<file path="config.mk">
export PLATFORM = sky130hd
export DESIGN_NAME = csa_operand_collector
export DESIGN_NICKNAME = d
export VERILOG_FILES = /design/src/rtl/csa_operand_collector.sv
export SDC_FILE = /design/constraint.sdc
export NUM_CORES = 1
export LEC_CHECK = 0
export CAP_MARGIN = 25
export CORE_UTILIZATION = 40
export DETAILED_ROUTE_END_ITERATION = 8
export GPL_ROUTABILITY_DRIVEN = 0
export GPL_TIMING_DRIVEN = 0
export HOLD_SLACK_MARGIN = 0.1
export MAX_ROUTING_LAYER = met4
export PLACE_DENSITY = 0.81
export SLEW_MARGIN = 0
export SYNTH_ARGS = -nofsm -noshare
export SYNTH_HDL_FRONTEND = slang
export SYNTH_SLANG_ARGS = --single-unit
</file>
<file path="constraint.sdc">
create_clock -name clk -period 3.4 [get_ports clk]
set_input_delay 0.51 -clock clk [delete_from_list [all_inputs] [get_ports clk]]
set_output_delay 0.51 -clock clk [all_outputs]
set_load 0.05 [all_outputs]
</file>
<file path="src/rtl/csa_operand_collector.sv">
// Collects M operands for the carry-save adder, then registers its {Cout, Sum} result on a valid/ready output.
// Latency: one CALC cycle after the last operand is accepted; in_ready is held low from CALC until the result is taken.
module csa_operand_collector #(
  parameter int M = 6,
  parameter int N = 4
) (
  input  logic             clk,
  input  logic             rst,
  input  logic [N-1:0]     in_data,
  input  logic             in_valid,
  output logic             in_ready,
  output logic [N-1:0]     Operands [M-1:0],
  input  logic [N+M-3:0]   csa_sum,
  input  logic             csa_cout,
  output logic [N+M-2:0]   out_sum,
  output logic             out_valid,
  input  logic             out_ready
);

  localparam int CW = $clog2(M);
  localparam int SW = N + M - 1;

  typedef enum logic [1:0] {
    COLLECT = 2'd0,
    CALC    = 2'd1,
    DONE    = 2'd2
  } state_e;

  state_e          state_q, state_d;
  logic [CW-1:0]   cnt_q, cnt_d;
  logic [N-1:0]    ops_q [M-1:0];
  logic [N-1:0]    ops_d [M-1:0];
  logic [SW-1:0]   sum_q, sum_d;
  logic            vld_q, vld_d;

  logic            in_fire;
  logic            out_fire;
  logic            last_beat;

  assign in_fire   = in_valid & in_ready;
  assign out_fire  = vld_q & out_ready;
  assign last_beat = (cnt_q == CW'(M - 1));

  // State register
  always_ff @(posedge clk or posedge rst) begin
    if (rst) begin
      state_q <= COLLECT;
    end else begin
      state_q <= state_d;
    end
  end

  // Next-state logic
  always_comb begin
    state_d = state_q;
    case (state_q)
      COLLECT: if (in_fire && last_beat) state_d = CALC;
      CALC:    state_d = DONE;
      DONE:    if (out_fire) state_d = COLLECT;
      default: state_d = COLLECT;
    endcase
  end

  // Output decode: in_ready depends on state only, never on an input
  always_comb begin
    in_ready = (state_q == COLLECT);
  end

  always_comb begin
    cnt_d = cnt_q;
    sum_d = sum_q;
    vld_d = vld_q;
    for (int i = 0; i < M; i++) begin
      ops_d[i] = ops_q[i];
    end

    if (in_fire) begin
      for (int i = 0; i < M; i++) begin
        if (cnt_q == CW'(i)) ops_d[i] = in_data;
      end
      cnt_d = last_beat ? '0 : cnt_q + 1'b1;
    end

    // The CSA has had a full cycle to settle on the registered operand bus
    if (state_q == CALC) begin
      sum_d = {csa_cout, csa_sum};
      vld_d = 1'b1;
    end

    // Clearing the bus keeps slots of the next load at zero until written
    if (out_fire) begin
      vld_d = 1'b0;
      for (int i = 0; i < M; i++) begin
        ops_d[i] = '0;
      end
    end
  end

  always_ff @(posedge clk or posedge rst) begin
    if (rst) begin
      cnt_q <= '0;
      sum_q <= '0;
      vld_q <= 1'b0;
      for (int i = 0; i < M; i++) begin
        ops_q[i] <= '0;
      end
    end else begin
      cnt_q <= cnt_d;
      sum_q <= sum_d;
      vld_q <= vld_d;
      for (int i = 0; i < M; i++) begin
        ops_q[i] <= ops_d[i];
      end
    end
  end

  assign Operands  = ops_q;
  assign out_sum   = sum_q;
  assign out_valid = vld_q;

endmodule
</file>
==> run metrics <==
status finished clean; # diodes 0; crit path time final 2.19 ns; Worst Setup EP in_ready; R2R Path Start cnt_q[1]; arrival time worst endpoint 1.68 ns; Wirelength per Cell 14.2 um; most area-consuming cells after synthesis dfrtp_1 58%, mux2i_1 12%, nand2_1 7.0%; CTS Buf Count 5; vias per inst 5.01; Synth async-reset ratio 1.00; GRT Residual Overflow 0; detailed-route via count 1238; fmax 457 MHz; RSZ-0062 raised after global routing no; Longest Clk Path Bufs 2; Clock Latency Late Sink 0.29 ns; Post-synth EDFFs 0; max_slew headroom 0.463; Mapped Cells 140; CP Cell Sequence nor2_1, clkdlybuf4s50_1; Die X 66.6 um; final WL 3510 um; Routed Antenna Nets 0; post-route insts no fill 247; initial antenna violation count 0; Final Hold Viols 0; first-pass GRT wire length 5820 um; Hold WS 0.507 ns; die area 0.00443 sq mm; Initial DRC Count 71; Layout area overhead 38.9%; Nets 216; post-synthesis area per instance 11.9 sq um; post-route clock period utilization 0.643; #FFs+latches synth 39; # DRC 0; die height 66.6 um; Post-CTS Repair Setup Buffers 0; synth warn 0; commonest non-fill, non-tap cell in the layout clkdlybuf4s50_1; htree depth 2; Synth Flop Type dfrtp_1; number of global-route vias before repair 1216; most frequent cells in the layout 51 x clkdlybuf4s50_1, 39 x dfrtp_1, 31 x nand2_1; post-synthesis net count 158; sequential area share after synthesis 0.585; number of iterations in the first detailed-routing pass 4; Site Rows 23; port bufs 51; Yosys top cell area share 0.585; R2R depth 6; Worst Setup SP state_q[0]; total core area 0.00400 sq mm; endpoint class of the critical path output pin; synthesized cell area 0.00167 sq mm; CP peak stage delay 0.81 ns; HP Class flop to flop; starting density of the core 0.417; Synth cell types 28; max cap viols 0; I/O pin count 52; Worst Path Max Fanout 8; Final Max Slew Viols 0; post-synth top area cell dfrtp_1; worst path required time 2.89 ns; Post-CTS Hold Buffers 0; Reg2Reg Setup Slack 1.78 ns; slowest cell on the critical path clkdlybuf4s50_1; Lkg Pwr 1.09 nW; Reg2Reg Capture Point Operands[15]; total design power 0.00253 W; Post-DP HPWL 2560 um; layout cells sized above 1 0.127; Max IR drop VDD 0.496 mV; crit path kind flop to output pin; Final Skew 0.00635 ns; total power per unit cell area 1090 mW/mm^2; CTS tree built; largest net degree at the start of global routing 40; final setup violating endpoints 0; CTS Root Cell clkbuf_8; Least-Margin Pin Slew 0.804 ns; dpl cells 241; clock-pin transition on the worst setup and hold timing paths 0.07 ns; setup tns final 0 ns; Startpoint Class flop; Post-CTS Resized 0; Clock Sinks 39; Total GRT Usage 0.190
-- area by class of cell --
type / instances / area, sq um
multi-input cells: 91 / 646
plain buffers: 7 / 36.3
inverters: 3 / 11.3
repair buffers: 51 / 510
flip-flops and latches: 39 / 976
clock buffers: 5 / 68.8
clock inverters: 1 / 7.51
fillers: 347 / 1680
well taps: 50 / 62.6
-- worst max-delay path: cells and delay by family (launching register included) --
kind / cells / cell delay, ns
flops: 1 / 0.45
buf+inv: 1 / 0.81
simple gates: 1 / 0.13
-- Yosys cell counts, types with 2 or more instances --
cell      number
mux2i_1       20
nand2b_4       2
buf_1          2
nor2_1         4
o21ai_0        6
inv_1          2
dfrtp_1       39
mux2_2         9
clkbuf_1       2
nand3_1        5
buf_2          2
nand2_1       31
-- worst min path at each step --
stage / cells past startpoint / startpoint / slack (ns) / end
after detailed placement: 1 / out_sum[2] / 0.49 / out_sum[2]
final: 1 / out_sum[2] / 0.51 / out_sum[2]
after global placement: 1 / out_sum[2] / 0.49 / out_sum[2]
after floorplan: 1 / cnt_q[0] / 0.55 / cnt_q[0]
after global routing: 1 / out_sum[2] / 0.53 / out_sum[2]
after CTS: 1 / out_sum[2] / 0.51 / out_sum[2]
-- metal layers --
metal  share of wire  track usage  vias up
met3           0.052       0.0668        8
met2            0.47        0.273       36
met4           0.020       0.0798        0
met5               0            -        -
li1                -            -      588
met1            0.46        0.242      606
-- stage by stage --
stage	util	worst slack, ns	instance area, sq um
finish	0.580	1.21	2320
global route	0.580	1.16	2320
CTS	0.580	1.19	2320
detailed placement	0.561	1.28	2240
global placement	0.561	1.15	2240
floorplan	-	1.80	1670
-- state kept, by name, summed over array words and instances (netlist names) --
signal,flops
out_sum,9
state_q,2
Operands,24
cnt_q,3
out_valid,1
-- where the power goes --
part | internal [W] | total [W] | switching, W
registers | 0.000663 | 0.000798 | 0.000135
logic | 0.000507 | 0.00143 | 0.000927
clock network | 0.000136 | 0.000297 | 0.000161
-- logic make-up (layout without fill, tap and decap cells) --
family                   after synthesis  count (layout)  share of synthesized area
adder cells (fa/ha/maj)                1               1                    0.00750
XOR/XNOR                               1               1                    0.00525
flip-flops                            39              39                      0.585
AND/OR/NAND/NOR                       52              52                      0.168
buffers and inverters                 10              67                     0.0285
multiplexers                          29              29                      0.181
AO/OA/AOI/OAI                          8               8                     0.0255
Note: power is estimated with default switching activity, not from simulation.
